==> src/rtl/mux_sel_sequencer.sv <==
// rtl/mux_sel_sequencer.sv - parallel-to-serial select sequencer for an 8:1 bit mux
//
// Captures an 8-bit word over a valid/ready handshake, holds it on the mux data
// bus and steps the 3-bit select through all bit positions, holding each index
// for CLKS_PER_BIT cycles. All outputs are registered.
//
// Parameters
//   CLKS_PER_BIT  cycles each bit index is held (1..256)
//   MSB_FIRST     0: sel steps 0->7, 1: sel steps 7->0
// Ports
//   clk        rising-edge clock
//   rst        synchronous active-high reset
//   in_data    word to serialize
//   in_valid   in_data is valid
//   in_ready   block can accept a word
//   d          captured word (mux data input)
//   sel        bit index (mux select)
//   bit_valid  mux output carries a valid serial bit this cycle
//   bit_first  current bit is the first of eight
//   bit_last   current bit is the last of eight
//   busy       word in progress
//   done       one-cycle pulse after the last bit completes

module mux_sel_sequencer #(
    parameter int CLKS_PER_BIT = 1,
    parameter bit MSB_FIRST    = 1'b0
) (
    input  logic       clk,
    input  logic       rst,
    input  logic [7:0] in_data,
    input  logic       in_valid,
    output logic       in_ready,
    output logic [7:0] d,
    output logic [2:0] sel,
    output logic       bit_valid,
    output logic       bit_first,
    output logic       bit_last,
    output logic       busy,
    output logic       done
);

    localparam logic [7:0] CNT_MAX   = 8'(CLKS_PER_BIT - 1);
    localparam logic [2:0] SEL_START = MSB_FIRST ? 3'd7 : 3'd0;
    localparam logic [2:0] SEL_END   = MSB_FIRST ? 3'd0 : 3'd7;

    typedef enum logic {
        IDLE  = 1'b0,
        SHIFT = 1'b1
    } state_t;

    state_t     state, state_n;
    logic [7:0] cnt, cnt_n;
    logic [7:0] d_n;
    logic [2:0] sel_n;
    logic       in_ready_n;
    logic       bit_valid_n;
    logic       bit_first_n;
    logic       bit_last_n;
    logic       busy_n;
    logic       done_n;

    always_ff @(posedge clk) begin
        if (rst) begin
            state     <= IDLE;
            cnt       <= 8'd0;
            d         <= 8'd0;
            sel       <= SEL_START;
            in_ready  <= 1'b0;
            bit_valid <= 1'b0;
            bit_first <= 1'b0;
            bit_last  <= 1'b0;
            busy      <= 1'b0;
            done      <= 1'b0;
        end else begin
            state     <= state_n;
            cnt       <= cnt_n;
            d         <= d_n;
            sel       <= sel_n;
            in_ready  <= in_ready_n;
            bit_valid <= bit_valid_n;
            bit_first <= bit_first_n;
            bit_last  <= bit_last_n;
            busy      <= busy_n;
            done      <= done_n;
        end
    end

    // Every output is computed one cycle ahead here so that the registered
    // value lines up with the state it describes.
    always_comb begin
        state_n     = state;
        cnt_n       = cnt;
        d_n         = d;
        sel_n       = sel;
        in_ready_n  = in_ready;
        bit_valid_n = 1'b0;
        busy_n      = 1'b0;
        done_n      = 1'b0;

        case (state)
            IDLE: begin
                cnt_n      = 8'd0;
                // in_ready is still low in the first cycle after reset, so
                // acceptance cannot happen until it has been set here once.
                in_ready_n = 1'b1;
                if (in_valid && in_ready) begin
                    d_n         = in_data;
                    sel_n       = SEL_START;
                    state_n     = SHIFT;
                    in_ready_n  = 1'b0;
                    bit_valid_n = 1'b1;
                    busy_n      = 1'b1;
                end
            end
            SHIFT: begin
                in_ready_n  = 1'b0;
                bit_valid_n = 1'b1;
                busy_n      = 1'b1;
                if (cnt == CNT_MAX) begin
                    cnt_n = 8'd0;
                    if (sel == SEL_END) begin
                        state_n     = IDLE;
                        sel_n       = SEL_START;
                        in_ready_n  = 1'b1;
                        done_n      = 1'b1;
                        bit_valid_n = 1'b0;
                        busy_n      = 1'b0;
                    end else begin
                        sel_n = MSB_FIRST ? sel - 3'd1 : sel + 3'd1;
                    end
                end else begin
                    cnt_n = cnt + 8'd1;
                end
            end
            default: begin
                state_n = IDLE;
            end
        endcase

        bit_first_n = bit_valid_n && (sel_n == SEL_START);
        bit_last_n  = bit_valid_n && (sel_n == SEL_END);
    end

endmodule

==> config.mk <==
export PLATFORM = sky130hd
export DESIGN_NAME = mux_sel_sequencer
export DESIGN_NICKNAME = d
export VERILOG_FILES = /design/src/rtl/mux_sel_sequencer.sv
export SDC_FILE = /design/constraint.sdc
export NUM_CORES = 1
export LEC_CHECK = 0
export ABC_AREA = 1
export CORE_MARGIN = 2
export CORE_UTILIZATION = 25
export CTS_BUF_LIST = sky130_fd_sc_hd__clkbuf_4 sky130_fd_sc_hd__clkbuf_8
export DETAILED_ROUTE_END_ITERATION = 6
export PLACE_DENSITY_LB_ADDON = 0.15
export SETUP_SLACK_MARGIN = 0.15
export SYNTH_ARGS = -nofsm -noshare
export SYNTH_HDL_FRONTEND = slang
export SYNTH_SLANG_ARGS = --single-unit
==> constraint.sdc <==
create_clock -name clk -period 1.72 [get_ports clk]
set_clock_uncertainty 0.05 [all_clocks]
set_input_delay 0.344 -clock clk [delete_from_list [all_inputs] [get_ports clk]]
set_output_delay 0.344 -clock clk [all_outputs]
set_load 0.02 [all_outputs]
==> flow_summary.json, run 1 <==
{
  "drc": 0,
  "drtIter0Drc": 29,
  "ir_drop_mv": 0.501,
  "postCtsHoldBufs": 0,
  "post_cts_resized": 17,
  "grt_pass1_wl_mm": 3.74,
  "path_cells": "dlygate4sd2_1",
  "routedWlPerCell_um": 9.85,
  "fin_crit_sh_pct": 81.8,
  "drv_slew": 0,
  "netlist_instances": 136,
  "path_buf_inv": 1,
  "synth_area_leaders": "dfxtp_1, nor2_1, inv_1",
  "end_kind": "output port",
  "grt_max_degree": 14,
  "critical-path-max-stage-delay_ps": 390,
  "clkSinkCount": 24,
  "clock_path_buffers": 2,
  "track_usage_pct": 9.46,
  "worstSkewPairLatency_ps": 260,
  "drtAntennaViolNets": 0,
  "swShare_pct": 24.3,
  "clockRootBuffer": "clkbuf_8",
  "numCtsBuffers": 3,
  "grt_pass1_vias": 882,
  "clkTransAtPathRegs_ps": 80,
  "totalWireLength_mm": 2.16,
  "crit_fanout": 4,
  "synth_seq_area_share_pct": 43.6,
  "power_density_nw_per_um2": 770,
  "tns_ps": 0,
  "p_switching_w": 0.000274,
  "setup_violations": 0,
  "fill_cells": 460,
  "hold_path_class": "reg2reg",
  "period_minus_slack_ps": 1410,
  "io_pins": 28,
  "avgSynthCellArea_um2": 8.11,
  "hold_slack_ps": 425,
  "netlist_area_um2": 1100,
  "chipWidth_um": 70.4,
  "antenna_found_initial": 0,
  "hold_viol_final": 0,
  "crit_slowest_cell": "dfxtp_1",
  "yosysUniqueCellTypes": 24,
  "die_h_um": 70.4,
  "fp-row-count": 24,
  "maxCapViolations": 0,
  "start_util_pct": 25.7,
  "slew_headroom_pct": 81.4,
  "globalplace.congestion": 0.755,
  "clkPwrFrac_pct": 33.1,
  "start_kind": "flip-flop",
  "area_growth_pct": 33.1,
  "synth_top_area_share_pct": 43.6,
  "coreArea_um2": 4290,
  "tritoncts": "done",
  "critPathRequiredTime_ps": 1330,
  "worstMarginPinSlew_ps": 277,
  "grt_setup_unrepaired": "no",
  "p_leak_nw": 0.707,
  "viasPerCell": 4.15,
  "n_antenna_cell": 0,
  "synth.net_count": 151,
  "htreeDepth": 1,
  "cp_top_family": "flip-flops",
  "port_buffers": 27,
  "arrival_ps": 1010,
  "yosysWarnings": 0,
  "pwr-share-comb_pct": 14.7,
  "post-cts-setup-buffers": 0,
  "synth.largest_area_cell": "dfxtp_1",
  "die_area_um2": 4960,
  "place_hpwl_mm": 1.76,
  "drive_above_1_share_pct": 18.0,
  "seqPwrFrac_pct": 52.1,
  "nets": 183,
  "vias": 908,
  "grt_overflow": 0,
  "ys_ff_latch": 24,
  "firstDrtPassIters": 4,
  "status": "completed",
  "internal_power_w": 0.000855,
  "criticalPathCategory": "reg2out",
  "max_freq_mhz": 710
}
==> layout by cell type (no fill, tap or decap) <==
cell and count:
buf_4 3, inv_4 1, inv_2 4, clkdlybuf4s50_1 10
nand3_4 2, nor2_2 2, a21oi_1 5, nand4_1 1
nand2_2 6, dfxtp_1 24, o21bai_2 1, nor3_1 3
inv_1 15, o21ai_1 1, nor2_1 29, dlygate4sd2_1 17
nand2_1 13, o21ai_0 8, ha_1 4, nor3b_1 1
nand3_1 6, clkbuf_8 4, nor4_4 1, nand2_4 1
nand3_2 3, nor2_4 2
==> cell families (layout without fill, tap and decap cells) <==
group           Yosys count  in the layout  share of synthesized area (%)
fa+ha+maj                 4              4                           4.54
simple gates             70             70                           35.1
compound gates           15             15                           7.38
buf+inv                  23             54                           9.42
flops                    24             24                           43.6
==> registers in the layout (all words and copies together) (netlist names) <==
name and flops:
cnt 8, sel 3, done 1, in_ready 1
bit_last 1, state 1, bit_first 1, d 8
==> area by class of cell <==
cell class	instances	area (µm²)	share of cell area, %
multi-input combinational	89	518	35.3
sequential	24	480	32.7
timing repair buffer	30	272	18.5
inverter	20	77.6	5.29
tap	52	65.1	4.43
clock buffer	4	55.1	3.75
==> synth_stat cells, drive strengths merged <==
| library cell | n |
|---|---|
| nand4 | 1 |
| nand2 | 20 |
| nor4 | 1 |
| dfxtp | 24 |
| inv | 20 |
| o21bai | 1 |
| ha | 4 |
| a21oi | 5 |
| nand3 | 11 |
| o21ai | 9 |
| nor3b | 1 |
| nor3 | 3 |
| buf | 3 |
| nor2 | 33 |
==> power by group through the flow <==
stage	sequential, W	combinational (W)	clock [W]
floorplan	0.000630	0.0000755	0
global placement	0.000603	0.000184	0
detailed placement	0.000604	0.000185	0
CTS	0.000590	0.000170	0.000399
global route	0.000592	0.000185	0.000421
finish	0.000589	0.000167	0.000374
==> per-stage QoR <==
step	setup WS (ps)	power (W)	utilization (%)	area (µm²)	instances
6_report	313	0.00113	34.2	1470	219
5_1_grt	190	0.00120	34.2	1470	219
4_1_cts	290	0.00116	34.2	1470	219
3_5_place_dp	128	0.000789	33.4	1430	215
3_3_place_gp	149	0.000787	33.4	1430	215
2_1_floorplan	322	0.000705	-	1100	136
==> layer usage <==
| metal | vias to the layer above | routed length (µm) | track usage, % | part of all wire, % |
|---|---|---|---|---|
| li1 | 486 | - | - | - |
| met1 | 400 | 964 | 10.4 | 45 |
| met2 | 20 | 1020 | 16.7 | 47 |
| met3 | 2 | 155 | 4.33 | 7.2 |
| met4 | 0 | 19 | 1.92 | 0.88 |
| met5 | - | 0 | 0 | 0 |
==> worst paths after layout <==
check	startpoint	endpoint	slack, ps	depth (start not counted)
setup reg to reg	sel[0]	bit_first	330	8
hold reg to reg	cnt[0]	cnt[0]	420	1
setup / recovery	sel[0]	sel[0]	310	1
hold / removal	cnt[0]	cnt[0]	420	1
No activity file was read; power rests on OpenSTA's default activity.
==> run 2: changes to the inputs <==
==> constraint.sdc (replaced) <==
create_clock -name clk -period 1.33 [get_ports clk]
set_clock_uncertainty 0.05 [all_clocks]
set_input_delay 0.266 -clock clk [delete_from_list [all_inputs] [get_ports clk]]
set_output_delay 0.266 -clock clk [all_outputs]
set_load 0.02 [all_outputs]
==> flow_summary.json, run 2 (synthesis gave the netlist of run 1 again) <==
{
  "placedCellCount": 217,
  "area_growth_pct": 48.2,
  "place_hpwl_mm": 1.80,
  "hold_viol_final": 0,
  "vias": 957,
  "port_buffers": 27,
  "worstSkewPairLatency_ps": 260,
  "setup_violations": 0,
  "drc": 0,
  "antenna_found_initial": 0,
  "criticalPathCategory": "reg2reg",
  "htreeDepth": 1,
  "hold_path_class": "reg2reg",
  "max_freq_mhz": 778,
  "clkTransAtPathRegs_ps": 80,
  "final_cell_mix": "nor2_1, buf_2, dfxtp_1, inv_2",
  "drive_above_1_share_pct": 55.2,
  "drv_slew": 0,
  "power_density_nw_per_um2": 867,
  "hold_start": "d[0]",
  "clockRootBuffer": "clkbuf_8",
  "hold_slack_ps": 438,
  "end_kind": "flip-flop",
  "critPathRequiredTime_ps": 1440,
  "grt_max_degree": 13,
  "start_util_pct": 25.7,
  "numCtsBuffers": 3,
  "chipWidth_um": 70.4,
  "firstDrtPassIters": 4,
  "globalplace.congestion": 0.729,
  "path_cells": "inv_2, ha_4, nand3_2, nor2_4, nand3_2, nand2_2, nor2_4, nand2_1, nor2_1",
  "period_minus_slack_ps": 1290,
  "maxCapViolations": 0,
  "critical-path-max-stage-delay_ps": 360,
  "hold_depth": 2,
  "track_usage_pct": 10.5,
  "clock_path_buffers": 2,
  "postPlaceCellArea_um2": 1530,
  "nets": 189,
  "ir_drop_mv": 0.614,
  "arrival_ps": 1400,
  "tritoncts": "done",
  "slew_headroom_pct": 80.2,
  "cp_top_family": "simple AND/OR/NAND/NOR gates",
  "status": "completed",
  "grt_overflow": 0,
  "final_common_cell": "nor2_1",
  "drtIter0Drc": 37,
  "totalWireLength_mm": 2.42,
  "reg2reg_depth": 9,
  "crit_start": "cnt[0]",
  "clkSinkCount": 24,
  "grt_setup_unrepaired": "yes",
  "top_regs": "cnt x8, d x8, sel x3",
  "die_h_um": 70.4,
  "viasPerCell": 4.27,
  "finalNonFillerCells": 224,
  "n_antenna_cell": 0,
  "io_pins": 28,
  "drtAntennaViolNets": 0,
  "design_area_um2": 1630,
  "r2r_start": "cnt[0]",
  "start_kind": "flip-flop",
  "crit_fanout": 4,
  "crit_slowest_cell": "dfxtp_4",
  "fp-row-count": 24,
  "worstMarginPinSlew_ps": 294,
  "grt_pass1_vias": 928,
  "coreArea_um2": 4290,
  "grt_pass1_wl_mm": 4.17,
  "postCtsHoldBufs": 0,
  "cp_num_cells": 9,
  "fin_crit_sh_pct": 96.7,
  "path_buf_inv": 1,
  "die_area_um2": 4960,
  "p_leak_nw": 0.708,
  "routedWlPerCell_um": 10.8
}
## run 2: cell count changes in the layout (fill, tap and decap cells not counted), sizes merged
cell / change
dlygate4sd2: -17
buf: +23
clkbuf: -1
## run 2: what timing repair did
item,4_1_cts,5_1_grt
endpoints found under the setup margin,35,28
buffers inserted,2,2
pin swaps,1,4
resized for setup,74,37
cloned,0,0
## run 2: through the flow
step | TNS, ps | total power (W) | setup WS [ps] | utilization, %
floorplan | 0 | 0.000920 | 126 | -
CTS | 0 | 0.00144 | 53.3 | 36.1
detailed placement | -1760 | 0.00103 | -177 | 35.6
finish | 0 | 0.00142 | 44.4 | 38.1
global placement | -1550 | 0.00102 | -161 | 35.6
global route | -88.8 | 0.00151 | -29.3 | 38.1
## run 2: final timing paths
kind | end | slack [ps]
worst max-delay path | bit_last | 40
worst min-delay path | d[0] | 440
worst max register to register | bit_last | 40
worst min register to register | d[0] | 440
## run 2: layer usage
metal,GRT usage [%],up-vias,wire length (µm)
met5,0,-,0
met4,2.56,0,17
met3,3.90,2,170
met2,17.0,20,1150
met1,13.1,431,1080
li1,-,504,-
## run 2: where the power goes
part	internal, W	switching [W]
registers	0.000744	0.0000165
clock network	0.000202	0.000221
logic	0.0000995	0.000133
total	0.00105	0.000370
## run 2: final cells by class
type / instances / area, µm²
Fill cell: 445 / 2660
Multi-Input combinational cell: 89 / 681
Sequential cell: 24 / 499
Timing Repair Buffer: 36 / 268
Inverter: 20 / 80.1
Tap cell: 52 / 65.1
Clock buffer: 3 / 41.3
## run 2: worst register-to-register path, delay by kind of cell, from the launching register on
| kind | cells | cell delay, ps |
|---|---|---|
| flip-flops | 1 | 360 |
| AND/OR/NAND/NOR | 7 | 580 |
| adder cells (fa/ha/maj) | 1 | 130 |
| buffers and inverters | 1 | 60 |
